[config.mk]
export PLATFORM = sky130hd
export DESIGN_NAME = multiword_add_sequencer
export DESIGN_NICKNAME = d
export VERILOG_FILES = /design/src/rtl/multiword_add_sequencer.sv
export SDC_FILE = /design/constraint.sdc
export NUM_CORES = 1
export LEC_CHECK = 0
export CAP_MARGIN = 20
export CORE_MARGIN = 2
export CORE_UTILIZATION = 48
export CTS_BUF_LIST = sky130_fd_sc_hd__clkbuf_2
export CTS_CLUSTER_DIAMETER = 100
export DETAILED_ROUTE_END_ITERATION = 12
export GPL_ROUTABILITY_DRIVEN = 0
export PLACE_DENSITY = 0.86
export SYNTH_ARGS = -nofsm -noshare
export SYNTH_HDL_FRONTEND = slang
export SYNTH_SLANG_ARGS = --single-unit
[constraint.sdc]
create_clock -name clk -period 8.3 [get_ports clk]
set_input_delay 1.245 -clock clk [delete_from_list [all_inputs] [get_ports clk]]
set_output_delay 1.245 -clock clk [all_outputs]
set_load 0.03 [all_outputs]
[src/rtl/multiword_add_sequencer.sv]
// rtl/multiword_add_sequencer.sv - multi-precision add/subtract sequencer around a 64-bit Brent-Kung adder
//
// Modules:
//   sixty_four_bit_brentkung : 64-bit parallel-prefix adder.
//       i_a, i_b [63:0]  operands
//       i_cin            carry in
//       o_sum [63:0]     sum
//       o_cout           carry out of bit 63
//   multiword_add_sequencer  : streams operand word pairs (LSW first) through the adder,
//                              chaining the carry between words, one word per cycle.
//       clk, rst_n            clock, synchronous active-low reset
//       in_valid/in_ready     operand beat handshake
//       in_a, in_b [63:0]     operand words
//       in_sub                1 = A-B, 0 = A+B (sampled on the first beat)
//       in_first, in_last     least / most significant word markers
//       out_valid/out_ready   result beat handshake
//       out_sum [63:0]        result word
//       out_last              result word is the MSW
//       out_cout, out_ovf     carry out / signed overflow, only on the out_last beat
//       out_idx [CNT_W-1:0]   word index of out_sum
//       err                   sticky protocol error
//       out_zero              (only with MWADD_ZERO_FLAG_EN) whole result was zero, on out_last beat
// Configuration macro: MWADD_ZERO_FLAG_EN

module sixty_four_bit_brentkung (
  input  logic [63:0] i_a,
  input  logic [63:0] i_b,
  input  logic        i_cin,
  output logic [63:0] o_sum,
  output logic        o_cout
);

  // Brent-Kung prefix: up-sweep builds group (G,P) at power-of-two boundaries,
  // down-sweep fills in the remaining positions. cin is folded into bit 0's generate.
  function automatic logic [64:0] bk_add(input logic [63:0] a, input logic [63:0] b,
                                         input logic cin);
    logic [63:0] p;
    logic [63:0] gg;
    logic [63:0] pp;
    logic [64:0] c;
    p     = a ^ b;
    gg    = a & b;
    pp    = p;
    gg[0] = gg[0] | (p[0] & cin);
    for (int d = 0; d < 6; d++) begin
      for (int i = (2 << d) - 1; i < 64; i += (2 << d)) begin
        gg[i] = gg[i] | (pp[i] & gg[i - (1 << d)]);
        pp[i] = pp[i] & pp[i - (1 << d)];
      end
    end
    for (int d = 4; d >= 0; d--) begin
      for (int i = 3 * (1 << d) - 1; i < 64; i += (2 << d)) begin
        gg[i] = gg[i] | (pp[i] & gg[i - (1 << d)]);
        pp[i] = pp[i] & pp[i - (1 << d)];
      end
    end
    c[0]    = cin;
    c[64:1] = gg;
    return {c[64], p ^ c[63:0]};
  endfunction

  logic [64:0] w_res;

  assign w_res  = bk_add(i_a, i_b, i_cin);
  assign o_sum  = w_res[63:0];
  assign o_cout = w_res[64];

endmodule

module multiword_add_sequencer #(
  parameter int MAX_WORDS = 8,
  parameter int CNT_W     = 4
) (
  input  logic             clk,
  input  logic             rst_n,
  input  logic             in_valid,
  output logic             in_ready,
  input  logic [63:0]      in_a,
  input  logic [63:0]      in_b,
  input  logic             in_sub,
  input  logic             in_first,
  input  logic             in_last,
  output logic             out_valid,
  input  logic             out_ready,
  output logic [63:0]      out_sum,
  output logic             out_last,
  output logic             out_cout,
  output logic             out_ovf,
  output logic [CNT_W-1:0] out_idx,
`ifdef MWADD_ZERO_FLAG_EN
  output logic             out_zero,
`endif
  output logic             err
);

  typedef enum logic {IDLE, BUSY} state_t;

  localparam logic [CNT_W-1:0] IDX_ONE = CNT_W'(1);
  localparam logic [CNT_W-1:0] IDX_MAX = CNT_W'(MAX_WORDS - 1);

  state_t           r_state;
  state_t           w_state_nxt;
  logic             r_carry;
  logic             r_sub;
  logic [CNT_W-1:0] r_idx;
  logic             r_out_valid;
  logic [63:0]      r_out_sum;
  logic             r_out_last;
  logic             r_out_cout;
  logic             r_out_ovf;
  logic [CNT_W-1:0] r_out_idx;
  logic             r_err;

  logic             w_xfer;
  logic             w_first_beat;
  logic             w_sub;
  logic [63:0]      w_b_eff;
  logic             w_cin;
  logic [CNT_W-1:0] w_idx;
  logic             w_force_last;
  logic             w_last;
  logic             w_proto_err;
  logic [63:0]      w_sum;
  logic             w_cout;
  logic             w_ovf;

  assign in_ready = !r_out_valid | out_ready;
  assign w_xfer   = in_valid & in_ready;

  // A beat starts a fresh operand when we are idle (even if first is missing)
  // or when first arrives mid-operand (restart, carry discarded).
  assign w_first_beat = (r_state == IDLE) | in_first;
  assign w_sub        = w_first_beat ? in_sub : r_sub;
  assign w_b_eff      = w_sub ? ~in_b : in_b;
  assign w_cin        = w_first_beat ? in_sub : r_carry;
  assign w_idx        = w_first_beat ? '0 : r_idx;
  assign w_force_last = !in_last && (w_idx == IDX_MAX);
  assign w_last       = in_last | w_force_last;
  assign w_proto_err  = ((r_state == IDLE) & !in_first) | ((r_state == BUSY) & in_first) |
                        w_force_last;

  sixty_four_bit_brentkung u_adder (
    .i_a    (in_a),
    .i_b    (w_b_eff),
    .i_cin  (w_cin),
    .o_sum  (w_sum),
    .o_cout (w_cout)
  );

  // Carry into bit 63 recovered from the sum bit; differs from cout on signed overflow.
  assign w_ovf = (w_sum[63] ^ in_a[63] ^ w_b_eff[63]) ^ w_cout;

  always_comb begin
    w_state_nxt = r_state;
    if (w_xfer) begin
      w_state_nxt = w_last ? IDLE : BUSY;
    end
  end

  always_ff @(posedge clk) begin
    if (!rst_n) begin
      r_state     <= IDLE;
      r_carry     <= 1'b0;
      r_sub       <= 1'b0;
      r_idx       <= '0;
      r_out_valid <= 1'b0;
      r_out_sum   <= '0;
      r_out_last  <= 1'b0;
      r_out_cout  <= 1'b0;
      r_out_ovf   <= 1'b0;
      r_out_idx   <= '0;
      r_err       <= 1'b0;
    end else begin
      r_state <= w_state_nxt;
      if (w_xfer) begin
        r_carry     <= w_cout;
        r_sub       <= w_sub;
        r_idx       <= w_idx + IDX_ONE;
        r_out_valid <= 1'b1;
        r_out_sum   <= w_sum;
        r_out_last  <= w_last;
        r_out_cout  <= w_last & w_cout;
        r_out_ovf   <= w_last & w_ovf;
        r_out_idx   <= w_idx;
        if (w_proto_err) begin
          r_err <= 1'b1;
        end
      end else if (out_ready) begin
        r_out_valid <= 1'b0;
      end
    end
  end

  assign out_valid = r_out_valid;
  assign out_sum   = r_out_sum;
  assign out_last  = r_out_last;
  assign out_cout  = r_out_cout;
  assign out_ovf   = r_out_ovf;
  assign out_idx   = r_out_idx;
  assign err       = r_err;

`ifdef MWADD_ZERO_FLAG_EN
  logic r_nonzero;
  logic r_out_zero;
  logic w_nonzero;

  // Running OR of all result words of the operand; restarts with each first beat.
  assign w_nonzero = (w_first_beat ? 1'b0 : r_nonzero) | (|w_sum);

  always_ff @(posedge clk) begin
    if (!rst_n) begin
      r_nonzero  <= 1'b0;
      r_out_zero <= 1'b0;
    end else if (w_xfer) begin
      r_nonzero  <= w_nonzero;
      r_out_zero <= w_last & !w_nonzero;
    end
  end

  assign out_zero = r_out_zero;
`endif

endmodule

==> summary.json, run 1 <==
{
  "layout-drive-gt1-share": 0.0402,
  "synth-async-reset-ratio": 0,
  "first_global_vias": 5869,
  "floorplan.die_area_um2": 14300,
  "distinct_cells_synth": 48,
  "antenna_found_initial": 1,
  "die_x_um": 120,
  "grt_max_degree": 112,
  "row_count": 42,
  "rr_startpoint": "r_state",
  "critical_path.max_stage_delay_ns": 0.44,
  "ant_nets": 0,
  "average_via_count_per_standard_cell": 5.19,
  "crit_path_max_fanout": 64,
  "drt-total-wl_um": 16600,
  "finalWorstPathRequiredPeriod_ns": 6.27,
  "first_pass_grt_wire_length_um": 27700,
  "synth_top_area_cell": "dfxtp_1",
  "totalNegativeSetupSlack_ns": 0,
  "critPathRequiredTime_ns": 8.76,
  "crit_arrival_ns": 6.73,
  "yosys-top-cells-count": "130 x nand2_1, 95 x xnor2_1, 80 x dfxtp_1",
  "post_cts.resized_instances": 0,
  "hp-start": "out_sum[59]",
  "clock-skew-final_ns": 0.0236,
  "fin_total_pwr_mw": 1.50,
  "cts_tree": "yes",
  "cts.path.max_buffers": 2,
  "clkSinkCount": 80,
  "worstSetupPathType": "input port to flip-flop",
  "hpwlAfterDp_um": 12700,
  "synthesis.yosys.warnings": 0,
  "maxCapViolCount": 0,
  "netlist.area_leader.share": 0.249,
  "fin_area_um2": 8820,
  "critical_path.most_common_cell": "xnor2_1",
  "cellLeakagePower_nw": 3.92,
  "r2r_cells": 23,
  "holdPathEnd": "out_sum[59]",
  "worstMarginPinSlew_ns": 1.12,
  "drc_errors": 0,
  "synth.net_count": 958,
  "syn_area_um2": 6420,
  "fmax_ghz": 0.160,
  "num_ports": 209,
  "route.detailed.wl_per_inst_um": 15.2,
  "clock_tree.root_cell": "clkbuf_2",
  "dominantRegCellSynth": "dfxtp_1",
  "holdBufCountCts": 0,
  "postCtsSetupBuffers": 0,
  "slew_headroom": 0.250,
  "power_density_nw_per_um2": 170,
  "floorplan.core_area_um2": 13100,
  "h-tree-depth": 3,
  "grt_util_all_layers": 0.239,
  "regToRegEndpoint": "out_ovf",
  "critPathSlowestCell": "ha_1",
  "net_count_of_the_finished_layout": 1147,
  "global_route.overflow_total": 0,
  "timing.final.hold_violations": 0,
  "initial_core_utilization": 0.489,
  "finalSetupViolCount": 0,
  "cp-start-kind": "input port",
  "clk_latency_ns": 0.52,
  "drtPass1Iterations": 4,
  "ranking_of_synthesized_cells_by_area": "dfxtp_1 25%, xnor2_1 13%, ha_1 12%, fa_1 10%, nand2_1 7.6%",
  "timing.hold.ws_ns": 0.479,
  "path_clk_slew_ns": 0.26,
  "worst_hold_path_type": "flip-flop to flip-flop",
  "outcome": "completed",
  "holdPathStages": 2,
  "largest_reg_flops": 64,
  "irDropWorstVdd_v": 0.0000960,
  "vias_after_detailed_routing": 5695,
  "seq_area_frac_synth": 0.249,
  "io_buffer_count": 208,
  "grt_setup_unrepaired": "no",
  "synthMostInstantiatedCell": "nand2_1",
  "final_max_slew_viol_count": 0,
  "synth_cells": 726,
  "ys_ff_latch": 80,
  "drt_iter0_markers": 240,
  "post-route-period-util": 0.755,
  "regToRegSetupSlack_ns": 2.78,
  "area_delta_synth_final_pct": 37.2,
  "syn_area_per_cell_um2": 8.85,
  "synth_edf_count": 0,
  "postPlaceCellArea_um2": 8650,
  "critical_path.endpoint_type": "flip-flop",
  "die_y_um": 120,
  "tritoncts.num_buffers": 9
}
==> where the power goes <==
group	total (mW)	switching [mW]	internal (mW)
clock network	0.286	0.153	0.133
logic	0.752	0.396	0.357
registers	0.457	0.0259	0.431
total	1.50	0.575	0.921
==> worst max-delay path by stage <==
stage	from	endpoint	slack [ns]
2_1_floorplan	in_first	out_ovf	1.61
3_3_place_gp	in_first	out_ovf	1.57
3_5_place_dp	in_first	out_ovf	1.43
4_1_cts	in_first	out_ovf	2.01
5_1_grt	in_first	out_ovf	1.66
6_report	in_first	out_ovf	2.03
==> cell families (layout without fill, tap and decap cells) <==
group,after synthesis,in the layout,share of synthesized area
XOR/XNOR,97,97,0.132
AND/OR/NAND/NOR,191,191,0.132
flip-flops,80,80,0.249
multiplexers,2,2,0.00312
other,0,1,0
buffers and inverters,91,285,0.0532
AO/OA/AOI/OAI,168,168,0.202
adder cells (fa/ha/maj),97,97,0.228
==> cell usage in the layout (no fill, tap or decap), types with 5 or more instances in the layout <==
cell type / netlist / layout
xnor2_1: 95 / 95
nand2_1: 130 / 129
o211a_1: 36 / 36
nand4_1: 6 / 6
inv_1: 58 / 58
nand2b_1: 5 / 5
a21boi_0: 38 / 38
a21oi_1: 39 / 38
clkdlybuf4s50_1: 0 / 207
o21ai_0: 13 / 13
dfxtp_1: 80 / 80
clkbuf_2: 0 / 10
a21o_1: 12 / 12
nor2_1: 15 / 15
ha_1: 64 / 64
nand3_1: 11 / 11
nor2b_1: 7 / 7
fa_1: 33 / 33
==> metal layers <==
metal / track usage / vias up / wire length [µm]
met2: 0.427 / 170 / 8120
li1: - / 2833 / -
met1: 0.286 / 2660 / 7060
met5: 0 / - / 0
met3: 0.0528 / 32 / 1020
met4: 0.0743 / 0 / 434
==> critical path, delay by kind of cell <==
kind                       cells  cell delay, ns
AOI/OAI and AO/OA              9            1.78
adders and majority gates      3            1.27
buffers and inverters          3            0.83
and+or+nand+nor                5            0.76
xor gates and xnor gates       4            0.66
muxes                          1            0.14
==> cell type report <==
cell class                 instances  area, µm²
fill                            1061       4320
clock buffer                      10       50.0
sequential                        80       1600
inverter                          58        218
tap                              176        220
clock inverter                     6        115
antenna                            1       2.50
multi-input combinational        555       4500
timing repair buffer             211       2110
==> through the flow <==
stage	util	worst slack, ns	std cells
global route	0.671	1.66	1097
finish	0.671	2.03	1097
global placement	0.658	1.57	1080
detailed placement	0.658	1.43	1080
floorplan	-	1.61	726
CTS	0.671	2.01	1096
Power figures use the tool's default switching activity.
==> inputs of run 2 (changes only) <==
Settings changed: CORE_UTILIZATION 48 to 44, PLACE_DENSITY 0.86 to 0.83.
Clock period 8.3 ns to 5.7 ns, I/O delays scaled along.
==> run 2 against run 1 <==
  * Cell count increased by 4.3%
  * Non-clock buffer count up 39
  * Count of clock-buffer cells in the layout rose by 1
  * Cell area increased by 2.9%
  * Die area grew 8.8%
  * Critical path depth grew 1
  * Sequential power grew 45%
  * Combinational power up 53%
  * Flip-flop and latch count unchanged
  * Worst setup slack lost 1.6 ns
  * Routed wire length grew 3.0%
  * Utilization fell by 4.2 points
==> summary.json, run 2 (same netlist as run 1, synthesis figures left out) <==
{
  "area_delta_synth_final_pct": 41.3,
  "utilization": {"value": 0.629, "change": "-0.0420"},
  "initial_core_utilization": {"value": 0.445, "change": "-0.0436"},
  "layout-drive-gt1-share": {"value": 0.0792, "change": "+0.0390"},
  "critical_path.max_stage_delay": {"value": 0.51, "unit": "ns", "change": "+0.07 ns"},
  "clock-skew-final": {"value": 0.0236, "unit": "ns", "change": "-0.0000552 ns"},
  "slew_headroom": {"value": 0.279, "change": "+0.0288"},
  "floorplan.die_area": {"value": 15600, "unit": "µm²", "change": "+8.8%"},
  "die_y": {"value": 125, "unit": "µm", "change": "+4.3%"},
  "clkSinkCount": {"value": 80, "change": "unchanged"},
  "floorplan.core_area": {"value": 14400, "unit": "µm²", "change": "+9.8%"},
  "power_density": {"value": 236, "unit": "nW/µm²", "change": "+39%"},
  "irDropWorstVdd": {"value": 0.000141, "unit": "V", "change": "+47%"},
  "drtPass1Iterations": {"value": 4, "change": "unchanged"},
  "cp_buf_inv_count": {"value": 5, "change": "+2"},
  "global_route.overflow_total": {"value": 0, "change": "unchanged"},
  "critPathSlowestCell": "or4_4",
  "path_clk_slew": {"value": 0.24, "unit": "ns", "change": "-0.02 ns"},
  "critPathRequiredTime": {"value": 6.25, "unit": "ns", "change": "-2.51 ns"},
  "finalSetupViolCount": {"value": 0, "change": "unchanged"},
  "first_pass_grt_wire_length": {"value": 28200, "unit": "µm", "change": "+2.1%"},
  "clk_latency": {"value": 0.61, "unit": "ns", "change": "+0.09 ns"},
  "hpwlAfterDp": {"value": 13200, "unit": "µm", "change": "+3.8%"},
  "ant_nets": {"value": 0, "change": "unchanged"},
  "num_ports": {"value": 209, "change": "unchanged"},
  "final_max_slew_viol_count": {"value": 0, "change": "unchanged"},
  "final_cell_mix": "207 x clkdlybuf4s50_1, 129 x nand2_1, 94 x xnor2_1",
  "outcome": "completed",
  "route.detailed.wl_per_inst": {"value": 15.0, "unit": "µm", "change": "-1.2%"},
  "timing.hold.ws": {"value": 0.476, "unit": "ns", "change": "-0.00243 ns"},
  "tritoncts.num_buffers": {"value": 9, "change": "unchanged"},
  "cellLeakagePower": {"value": 4.09, "unit": "nW", "change": "+4.3%"},
  "cts_tree": "yes",
  "post_cts.resized_instances": {"value": 0, "change": "unchanged"},
  "first_global_vias": {"value": 5963, "change": "+1.6%"},
  "drt_iter0_markers": {"value": 178, "change": "-26%"},
  "crit_arrival": {"value": 5.85, "unit": "ns", "change": "-0.88 ns"},
  "holdBufCountCts": {"value": 0, "change": "unchanged"},
  "grt_util_all_layers": {"value": 0.225, "change": "-0.0144"},
  "row_count": {"value": 44, "change": "+4.8%"},
  "drt-total-wl": {"value": 17100, "unit": "µm", "change": "+3.0%"},
  "average_via_count_per_standard_cell": {"value": 5.09, "change": "-1.9%"},
  "grt_max_degree": {"value": 91, "change": "-19%"},
  "mostFrequentLayoutCell": "clkdlybuf4s50_1",
  "die_x": {"value": 125, "unit": "µm", "change": "+4.3%"},
  "worst_hold_path_type": "flip-flop to flip-flop",
  "fmax_ghz": 0.189,
  "io_buffer_count": {"value": 208, "change": "unchanged"},
  "largest_reg_flops": {"value": 64, "change": "unchanged"},
  "cp-start-kind": "input port",
  "grt_setup_unrepaired": "no",
  "h-tree-depth": {"value": 3, "change": "unchanged"},
  "critical_path.most_common_cell": "xnor2_1",
  "finalWorstPathRequiredPeriod_ns": 5.30,
  "postCtsSetupBuffers": {"value": 0, "change": "unchanged"},
  "totalNegativeSetupSlack": {"value": 0, "unit": "ns", "change": "unchanged"},
  "net_count_of_the_finished_layout": {"value": 1186, "change": "+3.4%"},
  "maxCapViolCount": {"value": 0, "change": "unchanged"},
  "drc_errors": {"value": 0, "change": "unchanged"},
  "vias_after_detailed_routing": {"value": 5825, "change": "+2.3%"},
  "timing.final.hold_violations": {"value": 0, "change": "unchanged"},
  "worstMarginPinSlew": {"value": 1.08, "unit": "ns", "change": "-0.0470 ns"},
  "crit_path_max_fanout": {"value": 33, "change": "-48%"},
  "critical_path.endpoint_type": "flip-flop",
  "antenna_found_initial": {"value": 1, "change": "unchanged"},
  "worstSetupPathType": "input port to flip-flop",
  "cts.path.max_buffers": {"value": 2, "change": "unchanged"},
  "post-route-period-util": 0.930,
  "fin_area": {"value": 9070, "unit": "µm²", "change": "+2.9%"},
  "clock_tree.root_cell": "clkbuf_2",
  "worst_path_dominant_cell_family": "compound AO/OA/AOI/OAI gates",
  "postPlaceCellArea": {"value": 8960, "unit": "µm²", "change": "+3.6%"}
}
[run 2: stage by stage]
step	setup slack [ns]	instances	total power, mW
after floorplan	0.0559	726	1.40
after global placement	-0.180	1127	1.80
after detailed placement	-0.296	1127	1.83
after CTS	0.408	1143	2.16
after global routing	0.0776	1144	2.31
final	0.398	1144	2.14
[run 2: worst paths after layout]
kind	from	to	slack [ns]	cells past startpoint
max	in_first	out_ovf	0.40	26
max reg2reg	r_state	out_ovf	0.79	24
min	r_idx[1]	r_idx[1]	0.48	2
min reg2reg	r_idx[1]	r_idx[1]	0.48	2
[run 2: metal layers]
layer,track usage,share of wire
met4,0.0902,0.027
met3,0.0537,0.062
met5,0,0
met1,0.265,0.42
met2,0.392,0.49
[run 2: power breakdown]
| part | leakage [nW] | internal [mW] | switching [mW] | total, mW |
|---|---|---|---|---|
| Combinational | 3.36 | 0.568 | 0.584 | 1.15 |
| Clock | 0.0658 | 0.104 | 0.222 | 0.325 |
| Sequential | 0.660 | 0.628 | 0.0362 | 0.664 |
[run 2: layout make-up]
| cell class | count | area [µm²] |
|---|---|---|
| diodes | 1 | 2.50 |
| clock buffers | 11 | 55.1 |
| clock inverters | 5 | 57.6 |
| fillers | 1224 | 5350 |
| inverters | 58 | 218 |
| multi-input cells | 555 | 4500 |
| flip-flops and latches | 80 | 1600 |
| well taps | 184 | 230 |
| repair buffers | 250 | 2400 |
[run 2: worst min-delay path: cells and delay by family (launching register included)]
family	cells	cell delay, ns
flip-flops	1	0.35
AO/OA/AOI/OAI	1	0.06
AND/OR/NAND/NOR	1	0.04
